<file path="src/rtl/jtag_prog_pkg.sv">
// Shared types and frame layout for the program-RAM serial loader transmitter.
package jtag_prog_pkg;
  localparam int ADDR_W  = 11;
  localparam int DATA_W  = 8;
  localparam int FRAME_W = ADDR_W + 1 + DATA_W;
  localparam int BIT_W   = 5;

  typedef enum logic [2:0] {
    ST_IDLE  = 3'd0,
    ST_SETUP = 3'd1,
    ST_READY = 3'd2,
    ST_SHIFT = 3'd3,
    ST_UPD   = 3'd4,
    ST_GAP   = 3'd5
  } state_e;

  // Bit 0 of the frame is shifted first, so data LSB leads and addr MSB trails.
  function automatic logic [FRAME_W-1:0] build_frame(input logic [ADDR_W-1:0] addr,
                                                     input logic par,
                                                     input logic [DATA_W-1:0] data);
    return {addr, par, data};
  endfunction
endpackage

</file>
<file path="src/rtl/jtag_prog_if.sv">
// Write-request bus and serial strobe outputs of the loader transmitter.
interface jtag_prog_if;
  import jtag_prog_pkg::*;
  logic              sess_req;
  logic              wr_valid;
  logic              wr_ready;
  logic [ADDR_W-1:0] wr_addr;
  logic              wr_par;
  logic [DATA_W-1:0] wr_data;
  logic              sel;
  logic              drck;
  logic              tdi;
  logic              update;
  logic              busy;
  logic [15:0]       frame_cnt;

  modport master (output sess_req, wr_valid, wr_addr, wr_par, wr_data,
                  input  wr_ready, sel, drck, tdi, update, busy, frame_cnt);
  modport slave  (input  sess_req, wr_valid, wr_addr, wr_par, wr_data,
                  output wr_ready, sel, drck, tdi, update, busy, frame_cnt);
endinterface

</file>
<file path="src/rtl/jtag_prog_clkdiv.sv">
// Half-period counter: phase_tick pulses on the last of every CLK_DIV cycles.
module jtag_prog_clkdiv #(
  parameter int CLK_DIV = 4
) (
  input  logic clk,
  input  logic reset,
  input  logic clr,
  output logic phase_tick
);
  localparam int CNT_W = $clog2(CLK_DIV);
  localparam logic [CNT_W-1:0] CNT_MAX = CNT_W'(CLK_DIV - 1);

  logic [CNT_W-1:0] cnt;

  always_ff @(posedge clk) begin
    if (reset || clr)         cnt <= '0;
    else if (cnt == CNT_MAX)  cnt <= '0;
    else                      cnt <= cnt + CNT_W'(1);
  end

  assign phase_tick = (cnt == CNT_MAX);
endmodule

</file>
<file path="src/rtl/jtag_prog_tx.sv">
// Serial program-RAM loader transmitter: frames {addr,par,data} onto sel/drck/tdi/update.
// Optional JTAG_PROG_AUTOINC_EN replaces wr_addr with an internal auto-incrementing address.
module jtag_prog_tx
  import jtag_prog_pkg::*;
#(
  parameter int CLK_DIV = 4  // clk cycles per drck half-period, >= 2
) (
  input  logic       clk,
  input  logic       reset,
  jtag_prog_if.slave bus
);
  localparam logic [BIT_W-1:0] LAST_BIT = BIT_W'(FRAME_W - 1);

  state_e             state, state_nx;
  logic               phase_tick, div_clr, phase_hi;
  logic [BIT_W-1:0]   bit_cnt;
  logic [FRAME_W-1:0] frame_q;
  logic [15:0]        frame_cnt_q;
  logic [ADDR_W-1:0]  addr_sel;
  logic               accept, gap_entry, sess_open;
  logic               rdy, sel, drck, tdi, upd;

  jtag_prog_clkdiv #(.CLK_DIV(CLK_DIV)) u_div (
    .clk        (clk),
    .reset      (reset),
    .clr        (div_clr),
    .phase_tick (phase_tick)
  );

  assign accept    = (state == ST_READY) && bus.sess_req && bus.wr_valid;
  assign gap_entry = (state == ST_UPD) && phase_tick;
  assign sess_open = (state == ST_IDLE) && bus.sess_req;

`ifdef JTAG_PROG_AUTOINC_EN
  logic [ADDR_W-1:0] addr_q;
  always_ff @(posedge clk) begin
    if (reset)          addr_q <= '0;
    else if (sess_open) addr_q <= '0;
    else if (gap_entry) addr_q <= addr_q + ADDR_W'(1);
  end
  assign addr_sel = addr_q;
`else
  assign addr_sel = bus.wr_addr;
`endif

  always_ff @(posedge clk) begin
    if (reset) begin
      state       <= ST_IDLE;
      phase_hi    <= 1'b0;
      bit_cnt     <= '0;
      frame_q     <= '0;
      frame_cnt_q <= '0;
    end else begin
      state <= state_nx;
      if (sess_open)      frame_cnt_q <= '0;
      else if (gap_entry) frame_cnt_q <= frame_cnt_q + 16'd1;
      if (accept) begin
        frame_q  <= build_frame(addr_sel, bus.wr_par, bus.wr_data);
        bit_cnt  <= '0;
        phase_hi <= 1'b0;
      end else if (state == ST_SHIFT && phase_tick) begin
        phase_hi <= ~phase_hi;
        // bit_cnt parks on the last bit so tdi keeps F[19] through UPD/GAP
        if (phase_hi && bit_cnt != LAST_BIT) bit_cnt <= bit_cnt + BIT_W'(1);
      end
    end
  end

  // Divider is held clear in IDLE/READY so SETUP and SHIFT start on a fresh phase.
  always_comb begin
    state_nx = state;
    div_clr  = 1'b0;
    rdy      = 1'b0;
    sel      = 1'b0;
    drck     = 1'b0;
    tdi      = 1'b0;
    upd      = 1'b0;
    case (state)
      ST_IDLE: begin
        div_clr = 1'b1;
        if (bus.sess_req) state_nx = ST_SETUP;
      end
      ST_SETUP: begin
        sel = 1'b1;
        if (phase_tick) state_nx = ST_READY;
      end
      ST_READY: begin
        sel     = 1'b1;
        div_clr = 1'b1;
        rdy     = bus.sess_req;
        if (!bus.sess_req)    state_nx = ST_IDLE;
        else if (bus.wr_valid) state_nx = ST_SHIFT;
      end
      ST_SHIFT: begin
        sel  = 1'b1;
        drck = phase_hi;
        tdi  = frame_q[bit_cnt];
        if (phase_tick && phase_hi && bit_cnt == LAST_BIT) state_nx = ST_UPD;
      end
      ST_UPD: begin
        sel = 1'b1;
        upd = 1'b1;
        tdi = frame_q[bit_cnt];
        if (phase_tick) state_nx = ST_GAP;
      end
      ST_GAP: begin
        sel = 1'b1;
        tdi = frame_q[bit_cnt];
        if (phase_tick) state_nx = ST_READY;
      end
      default: state_nx = ST_IDLE;
    endcase
  end

  assign bus.wr_ready  = rdy;
  assign bus.sel       = sel;
  assign bus.drck      = drck;
  assign bus.tdi       = tdi;
  assign bus.update    = upd;
  assign bus.busy      = (state != ST_IDLE);
  assign bus.frame_cnt = frame_cnt_q;
endmodule

</file>
<file path="src/flat_wrapper.sv">
// flat-port wrapper written by rule: the top's interface ports become plain ports
module jtag_prog_tx_flat import jtag_prog_pkg::*;
#(
  parameter int CLK_DIV = 4                                          
)
  (clk, reset, bus_sess_req, bus_wr_valid, bus_wr_addr, bus_wr_par, bus_wr_data, bus_wr_ready, bus_sel, bus_drck, bus_tdi, bus_update, bus_busy, bus_frame_cnt);
  jtag_prog_if bus_i ();
  input  logic clk;
  input  logic reset;
  input wire logic [$bits(bus_i.sess_req)-1:0] bus_sess_req;
  input wire logic [$bits(bus_i.wr_valid)-1:0] bus_wr_valid;
  input wire logic [$bits(bus_i.wr_addr)-1:0] bus_wr_addr;
  input wire logic [$bits(bus_i.wr_par)-1:0] bus_wr_par;
  input wire logic [$bits(bus_i.wr_data)-1:0] bus_wr_data;
  output wire logic [$bits(bus_i.wr_ready)-1:0] bus_wr_ready;
  output wire logic [$bits(bus_i.sel)-1:0] bus_sel;
  output wire logic [$bits(bus_i.drck)-1:0] bus_drck;
  output wire logic [$bits(bus_i.tdi)-1:0] bus_tdi;
  output wire logic [$bits(bus_i.update)-1:0] bus_update;
  output wire logic [$bits(bus_i.busy)-1:0] bus_busy;
  output wire logic [$bits(bus_i.frame_cnt)-1:0] bus_frame_cnt;
  assign bus_i.sess_req = bus_sess_req;
  assign bus_i.wr_valid = bus_wr_valid;
  assign bus_i.wr_addr = bus_wr_addr;
  assign bus_i.wr_par = bus_wr_par;
  assign bus_i.wr_data = bus_wr_data;
  assign bus_wr_ready = bus_i.wr_ready;
  assign bus_sel = bus_i.sel;
  assign bus_drck = bus_i.drck;
  assign bus_tdi = bus_i.tdi;
  assign bus_update = bus_i.update;
  assign bus_busy = bus_i.busy;
  assign bus_frame_cnt = bus_i.frame_cnt;
  jtag_prog_tx #(.CLK_DIV(CLK_DIV)) u_core (.clk(clk), .reset(reset), .bus(bus_i));
endmodule
</file>
<file path="config.mk">
export PLATFORM = sky130hd
export DESIGN_NAME = jtag_prog_tx_flat
export DESIGN_NICKNAME = d
export VERILOG_FILES = /design/src/rtl/jtag_prog_pkg.sv /design/src/rtl/jtag_prog_if.sv /design/src/rtl/jtag_prog_clkdiv.sv /design/src/rtl/jtag_prog_tx.sv /design/src/flat_wrapper.sv
export SDC_FILE = /design/constraint.sdc
export NUM_CORES = 1
export LEC_CHECK = 0
export CAP_MARGIN = 0
export CORE_MARGIN = 8
export CORE_UTILIZATION = 49
export DETAILED_ROUTE_END_ITERATION = 10
export GPL_TIMING_DRIVEN = 0
export PLACE_DENSITY = 0.77
export SYNTH_ARGS = -nofsm -noshare
export SYNTH_HDL_FRONTEND = slang
export SYNTH_SLANG_ARGS = --single-unit
</file>
<file path="constraint.sdc">
create_clock -name clk -period 1.88 [get_ports clk]
set_input_delay 0.188 -clock clk [delete_from_list [all_inputs] [get_ports clk]]
set_output_delay 0.188 -clock clk [all_outputs]
set_load 0.02 [all_outputs]
</file>
==> results_dict.tcl, run 1 <==
set metrics [dict create \
    setup_slack_ns -0.213 \
    p_per_area_nw_per_um2 713 \
    io_buffers 45 \
    floorplan.initialDensity_pct 49.6 \
    synth_cells 272 \
    multiInputGateArea_um2 1240 \
    ys_seq_area_share_pct 41.3 \
    cts_tree "built" \
    rsz0062_at_grt "yes" \
    antenna_found_initial 0 \
    yosysWarnings 0 \
    fp-row-count 25 \
    cts_hold_buf 0 \
    ys_types 52 \
    fp.dieH_um 84.2 \
    syn_avg_cell_area_um2 8.38 \
    failed_checks "setup timing" \
    viasPerCell 5.41 \
    ir_drop_uv 392 \
    stdcell_area_um2 2920 \
    final_common_cell "nand2_1" \
    synth_top_area_share_pct 41.3 \
    slew_headroom_pct 65.4 \
    ys.flop_type "dfxtp_1" \
    synth_area_leaders "dfxtp_1, nand2_1, a21oi_1, xor2_1, mux4_2" \
    drt_iter0_drc 107 \
    dr.pass1.iters 4 \
    min_path_type "in2reg" \
    outcome "finished with violations" \
    setup_violations 1 \
    routed_wl_um 5310 \
    skew_ns 0.00534 \
    crit_fanout 5 \
    fillCellCount 407 \
    cts-root-buf "clkbuf_8" \
    dieArea_um2 7090 \
    drt-wirelength-per-cell_um 14.0 \
    diodes 0 \
    reg2reg_to "u_core.bus.frame_cnt[9]" \
    cts-htree-levels 2 \
    fin_nets 352 \
    grt_pass1_wl_um 9240 \
    synth_fp_nets 299 \
    finalHoldViolations 0 \
    dpl_cell_area_um2 2800 \
    io_pins 46 \
    leakagePower_nw 1.05 \
    power_mw 2.09 \
    grt_usage_pct 15.5 \
    yosysTopAreaCell "dfxtp_1" \
    yosys_register_bits 47 \
    cts_buffer_depth 2 \
    period_needed_ns 2.09 \
    fin_crit_sh_pct 111 \
    hpwl_um 4040 \
    cts_made_buffers 5 \
    hold_start "bus_wr_addr[2]" \
    worstSetupPathType "reg2out" \
    worstRegToRegCells 5 \
    reg2reg_slack_ns 0.13 \
    drv_slew 0 \
    layout_common_cells "nand2_1, dfxtp_1, clkdlybuf4s50_1, a21oi_1, nor2_1" \
    regArea_um2 942 \
    crit_arrival_ns 1.90 \
    place_congestion 0.762 \
    post-route-util_pct 63.6 \
    crit-reg2reg-launch "u_core.u_div.cnt[0]" \
    syn_area_um2 2280 \
    synth_edf_count 0 \
    grt_pass1_vias 2020 \
    fin_tns_setup_ns -0.213 \
    clkTransAtPathRegs_ns 0.08 \
    overflow 0 \
    die_x_um 84.2 \
    drtAntennaViolNets 0 \
    coreArea_um2 4600 \
    whs_path_depth 3 \
    max_freq_ghz 0.478 \
    drc 0 \
    min_to "u_core.frame_q[11]" \
    worst_pin_slew_ns 0.519 \
    maxCapViolCount 0 \
    required_ns 1.69 \
    syn_to_final_growth_pct 28.3 \
    crit_path_end_kind "output pin" \
    vias 2052 \
    start_kind "register" \
    cts.sinks 47 \
    grt_max_degree 14 \
    drive_gt1_share_pct 12.0 \
    clk_latency_ns 0.30 \
    postSynth.asyncResetShare_pct 0 \
]
registers in the layout, summed over array words and instances, names as in the netlist:
register / count
u_core.phase_hi: 1
u_core.state: 3
u_core.u_div.cnt: 2
u_core.bit_cnt: 5
u_core.bus.frame_cnt: 16
u_core.frame_q: 20
worst max path at each step:
stage	start	to	slack, ns
2_1_floorplan	u_core.bit_cnt[0]	bus_tdi	0.11
3_3_place_gp	u_core.bit_cnt[0]	bus_tdi	-0.47
3_5_place_dp	u_core.bit_cnt[0]	bus_tdi	-0.47
4_1_cts	u_core.bit_cnt[0]	bus_tdi	-0.22
5_1_grt	u_core.bit_cnt[0]	bus_tdi	-0.27
6_report	u_core.bit_cnt[0]	bus_tdi	-0.21
synthesized netlist by cell type, types with 2 or more instances:
| master | n |
|---|---|
| a21oi_1 | 32 |
| nor3_1 | 8 |
| a221oi_1 | 2 |
| o211ai_1 | 2 |
| clkbuf_1 | 8 |
| and3_1 | 4 |
| buf_2 | 6 |
| xor2_1 | 8 |
| or3_1 | 3 |
| nand3_1 | 9 |
| nand4bb_1 | 2 |
| o21ai_0 | 4 |
| mux2i_1 | 4 |
| buf_1 | 2 |
| buf_4 | 2 |
| nand4_1 | 6 |
| dfxtp_1 | 47 |
| nand3b_1 | 2 |
| inv_1 | 6 |
| mux4_2 | 3 |
| and4_1 | 3 |
| nor4_1 | 2 |
| and2_1 | 3 |
| nor2_1 | 17 |
| xnor2_1 | 5 |
| a31o_2 | 2 |
| ha_1 | 3 |
| nand2_1 | 53 |
area by class of cell:
cell class | instances | share of cell area [%]
plain buffers | 18 | 3.38
clock buffers | 6 | 2.82
clock inverters | 1 | 0.171
inverters | 6 | 0.770
multi-input cells | 200 | 42.5
flip-flops and latches | 47 | 32.2
well taps | 54 | 2.31
repair buffers | 47 | 15.8
report_power, final:
group          switching [mW]  internal, mW  total (mW)
Sequential             0.0226          1.03        1.05
Clock                   0.321         0.289       0.610
Combinational           0.230         0.191       0.422
per-stage QoR:
stage | setup slack (ns) | instances | hold slack [ns]
5_1_grt | -0.270 | 379 | 0.423
4_1_cts | -0.220 | 380 | 0.416
6_report | -0.213 | 379 | 0.428
3_5_place_dp | -0.469 | 371 | 0.441
2_1_floorplan | 0.109 | 272 | 0.267
3_3_place_gp | -0.465 | 371 | 0.418
kinds of logic after synthesis:
family | count (synthesis) | synth area share [%]
AOI/OAI and AO/OA | 49 | 12.6
adders and majority gates | 3 | 1.65
DFF | 47 | 41.3
muxes | 8 | 5.21
buffers and inverters | 25 | 5.10
and+or+nand+nor | 127 | 29.1
xor gates and xnor gates | 13 | 4.99
timing repair:
item	4_1_cts	5_1_grt
endpoints found under the setup margin	5	7
setup buffers	2	0
gates cloned	0	0
pin swaps	1	1
gates resized for setup	13	11
metal layers:
metal / share of wire (%) / track usage (%) / vias up
li1: - / - / 1057
met1: 45 / 18.4 / 947
met2: 48 / 25.2 / 41
met3: 5.3 / 5.32 / 7
met4: 1.5 / 5.65 / 0
met5: 0 / 0 / -
critical path, cell delays in order (launching register included):
cell and delay (ns):
dfxtp_2 0.34, buf_6 0.12, mux4_2 0.49, mux2_4 0.29, nand3_2 0.07, o211ai_1 0.11, buf_4 0.18
Note: power is estimated with default switching activity, not from simulation.
==> run 2, diff against run 1 <==
--- a/config.mk
+++ b/config.mk
@@ -10,7 +10,9 @@
 export CORE_UTILIZATION = 49
 export DETAILED_ROUTE_END_ITERATION = 10
 export GPL_TIMING_DRIVEN = 0
+export MAX_ROUTING_LAYER = met4
 export PLACE_DENSITY = 0.77
 export SYNTH_ARGS = -nofsm -noshare
 export SYNTH_HDL_FRONTEND = slang
+export SYNTH_HIERARCHICAL = 1
 export SYNTH_SLANG_ARGS = --single-unit
==> results_dict.tcl, run 2 <==
set metrics [dict create \
    outcome "finished with violations" \
    failed_checks "setup timing" \
    grt_pass1_vias 1958 \
    grt_max_degree 15 \
    drtAntennaViolNets 0 \
    grt_usage_pct 15.4 \
    dpl_cell_area_um2 2750 \
    fillCellCount 345 \
    dr.pass1.iters 4 \
    routed_wl_um 5290 \
    synth_edf_count 0 \
    reg2reg_slack_ns 0.08 \
    grt_pass1_wl_um 9040 \
    ys.flop_type "dfxtp_1" \
    p_sw_mw 0.386 \
    drc 0 \
    hold_start "bus_wr_addr[5]" \
    fin_nets 349 \
    synth_fp_nets 290 \
    cts_tree "built" \
    max_freq_ghz 0.515 \
    combPwrFrac_pct 6.0 \
    reg2reg_to "u_core/bus.frame_cnt[15]" \
    regArea_um2 951 \
    ir_drop_uv 352 \
    yosys_register_bits 47 \
    cts_made_buffers 5 \
    worst_pin_slew_ns 0.509 \
    finalHoldViolations 0 \
    coreArea_um2 4350 \
    required_ns 1.69 \
    setup_slack_ns -0.0611 \
    p_int_mw 1.49 \
    largest_reg_flops 20 \
    crit_arrival_ns 1.75 \
    maxCapViolCount 0 \
    synth_top_area_share_pct 42.3 \
    fin_crit_sh_pct 103 \
    fp-row-count 24 \
    clk_latency_ns 0.30 \
    dpl.cell_count 360 \
    drive_gt1_share_pct 14.9 \
    floorplan.initialDensity_pct 51.0 \
    hpwl_um 3820 \
    syn_to_final_growth_pct 33.7 \
    timing.critical_path.from "u_core/bit_cnt[0]" \
    power_frac_seq_pct 53.3 \
    dp_slack_ns -0.536 \
    synth_area_leaders "dfxtp_1, nand2_1, a21oi_1, nor2_1, mux4_2" \
    power_frac_clock_pct 40.7 \
    skew_ns 0.00584 \
    ys_seq_area_share_pct 42.3 \
    layout_common_cells "nand2_1, clkdlybuf4s50_1, dfxtp_1, a21oi_1, nor2_1" \
    setup_violations 1 \
    overflow 0 \
    slew_headroom_pct 66.1 \
    synth_cells 263 \
    crit-reg2reg-launch "u_core/u_div/cnt[0]" \
    finalNonFillerCells 375 \
    yosysTopAreaCell "dfxtp_1" \
    cts-htree-levels 2 \
    rsz0062_at_grt "yes" \
    multiInputGateArea_um2 1220 \
    ys_types 44 \
    crit_fanout 8 \
    postSynth.asyncResetShare_pct 0 \
    yosysWarnings 6 \
    worstRegToRegCells 6 \
    cts.sinks 47 \
    drt-wirelength-per-cell_um 14.1 \
    syn_avg_cell_area_um2 8.45 \
    regMostFlops "u_core/frame_q" \
    syn_area_um2 2220 \
    final_common_cell "nand2_1" \
    antenna_found_initial 0 \
    stdcell_area_um2 2970 \
    endpoint "bus_tdi" \
    worstSetupPathType "reg2out" \
    drv_slew 0 \
    start_kind "register" \
    leakagePower_nw 1.03 \
    viasPerCell 5.45 \
    min_path_type "in2reg" \
    clkTransAtPathRegs_ns 0.09 \
    p_sw_share_pct 20.6 \
    fp.dieH_um 83.3 \
    cts-root-buf "clkbuf_8" \
    period_needed_ns 1.94 \
    vias 2043 \
    diodes 0 \
    cts_buffer_depth 2 \
    die_x_um 83.3 \
    dieArea_um2 6950 \
    p_per_area_nw_per_um2 631 \
    io_pins 46 \
    ys_top_cells_by_count "dfxtp_1, nand2_1, a21oi_1, nor2_1, clkbuf_1" \
    io_buffers 45 \
    drt_iter0_drc 100 \
    crit_path_end_kind "output pin" \
    place_congestion 0.833 \
]
-- run 2: cell types whose count changed after synthesis, sizes merged, moves of 3 or more --
cell / previous run / this run
and2: 3 / 0
buf: 11 / 3
clkbuf: 8 / 14
nand2: 53 / 47
nand2b: 1 / 4
nor2: 17 / 21
nor3: 9 / 0
or3: 3 / 10
-- run 2: final cells by class --
class | count | share of cell area [%]
multi-input cells | 193 | 41.1
flip-flops and latches | 47 | 32.0
repair buffers | 54 | 17.0
plain buffers | 15 | 2.95
clock buffers | 6 | 2.78
well taps | 52 | 2.19
clock inverters | 2 | 1.18
inverters | 6 | 0.758
-- run 2: logic make-up after synthesis --
kind of cell / after synthesis / synth area share [%]
AO/OA/AOI/OAI: 52 / 13.6
XOR/XNOR: 13 / 5.12
adder cells (fa/ha/maj): 3 / 1.69
buffers and inverters: 23 / 4.28
flip-flops: 47 / 42.3
multiplexers: 8 / 5.29
AND/OR/NAND/NOR: 117 / 27.7
-- run 2: worst max-delay path, stage by stage (launching register included) --
cell      delay (ns)
dfxtp_2         0.36
buf_8           0.13
mux4_2          0.50
o211ai_1        0.22
nand3_2         0.11
buf_6           0.14
-- run 2: through the flow --
step                util, %  hold slack, ns  total power, mW  setup TNS, ns
global placement       63.2           0.415             1.13          -3.28
detailed placement     63.2           0.426             1.13          -3.15
floorplan                 -           0.254             1.06              0
finish                 68.2           0.430             1.88        -0.0611
CTS                    66.6           0.422             1.89         -0.154
global route           68.2           0.429             1.95         -0.127
-- run 2: metal layers --
layer,routed length (um),track usage (%),up-vias
li1,-,-,1038
met1,2550,19.4,951
met2,2500,23.8,48
met3,208,3.81,6
met4,41,4.31,0
met5,0,-,-
-- run 2: how the worst min path moves through the flow --
| stage | end | cells past startpoint |
|---|---|---|
| floorplan | u_core/u_div/cnt[0] | 1 |
| global placement | u_core/u_div/cnt[0] | 1 |
| detailed placement | u_core/u_div/cnt[0] | 1 |
| CTS | u_core/frame_q[14] | 3 |
| global route | u_core/frame_q[6] | 3 |
| finish | u_core/frame_q[14] | 3 |
-- run 2: timing repair --
item	CTS	global route
hold buffers	0	0
pin swaps	0	4
buffers inserted	2	7
resized for setup	24	22
endpoints found under the setup margin	22	12
-- run 2: power groups by stage --
stage | logic, mW | clock network [mW] | registers [mW]
CTS | 0.113 | 0.782 | 1.00
global route | 0.123 | 0.824 | 1.00
floorplan | 0.0394 | 0 | 1.02
finish | 0.113 | 0.763 | 1.00
detailed placement | 0.109 | 0 | 1.02
global placement | 0.108 | 0 | 1.02
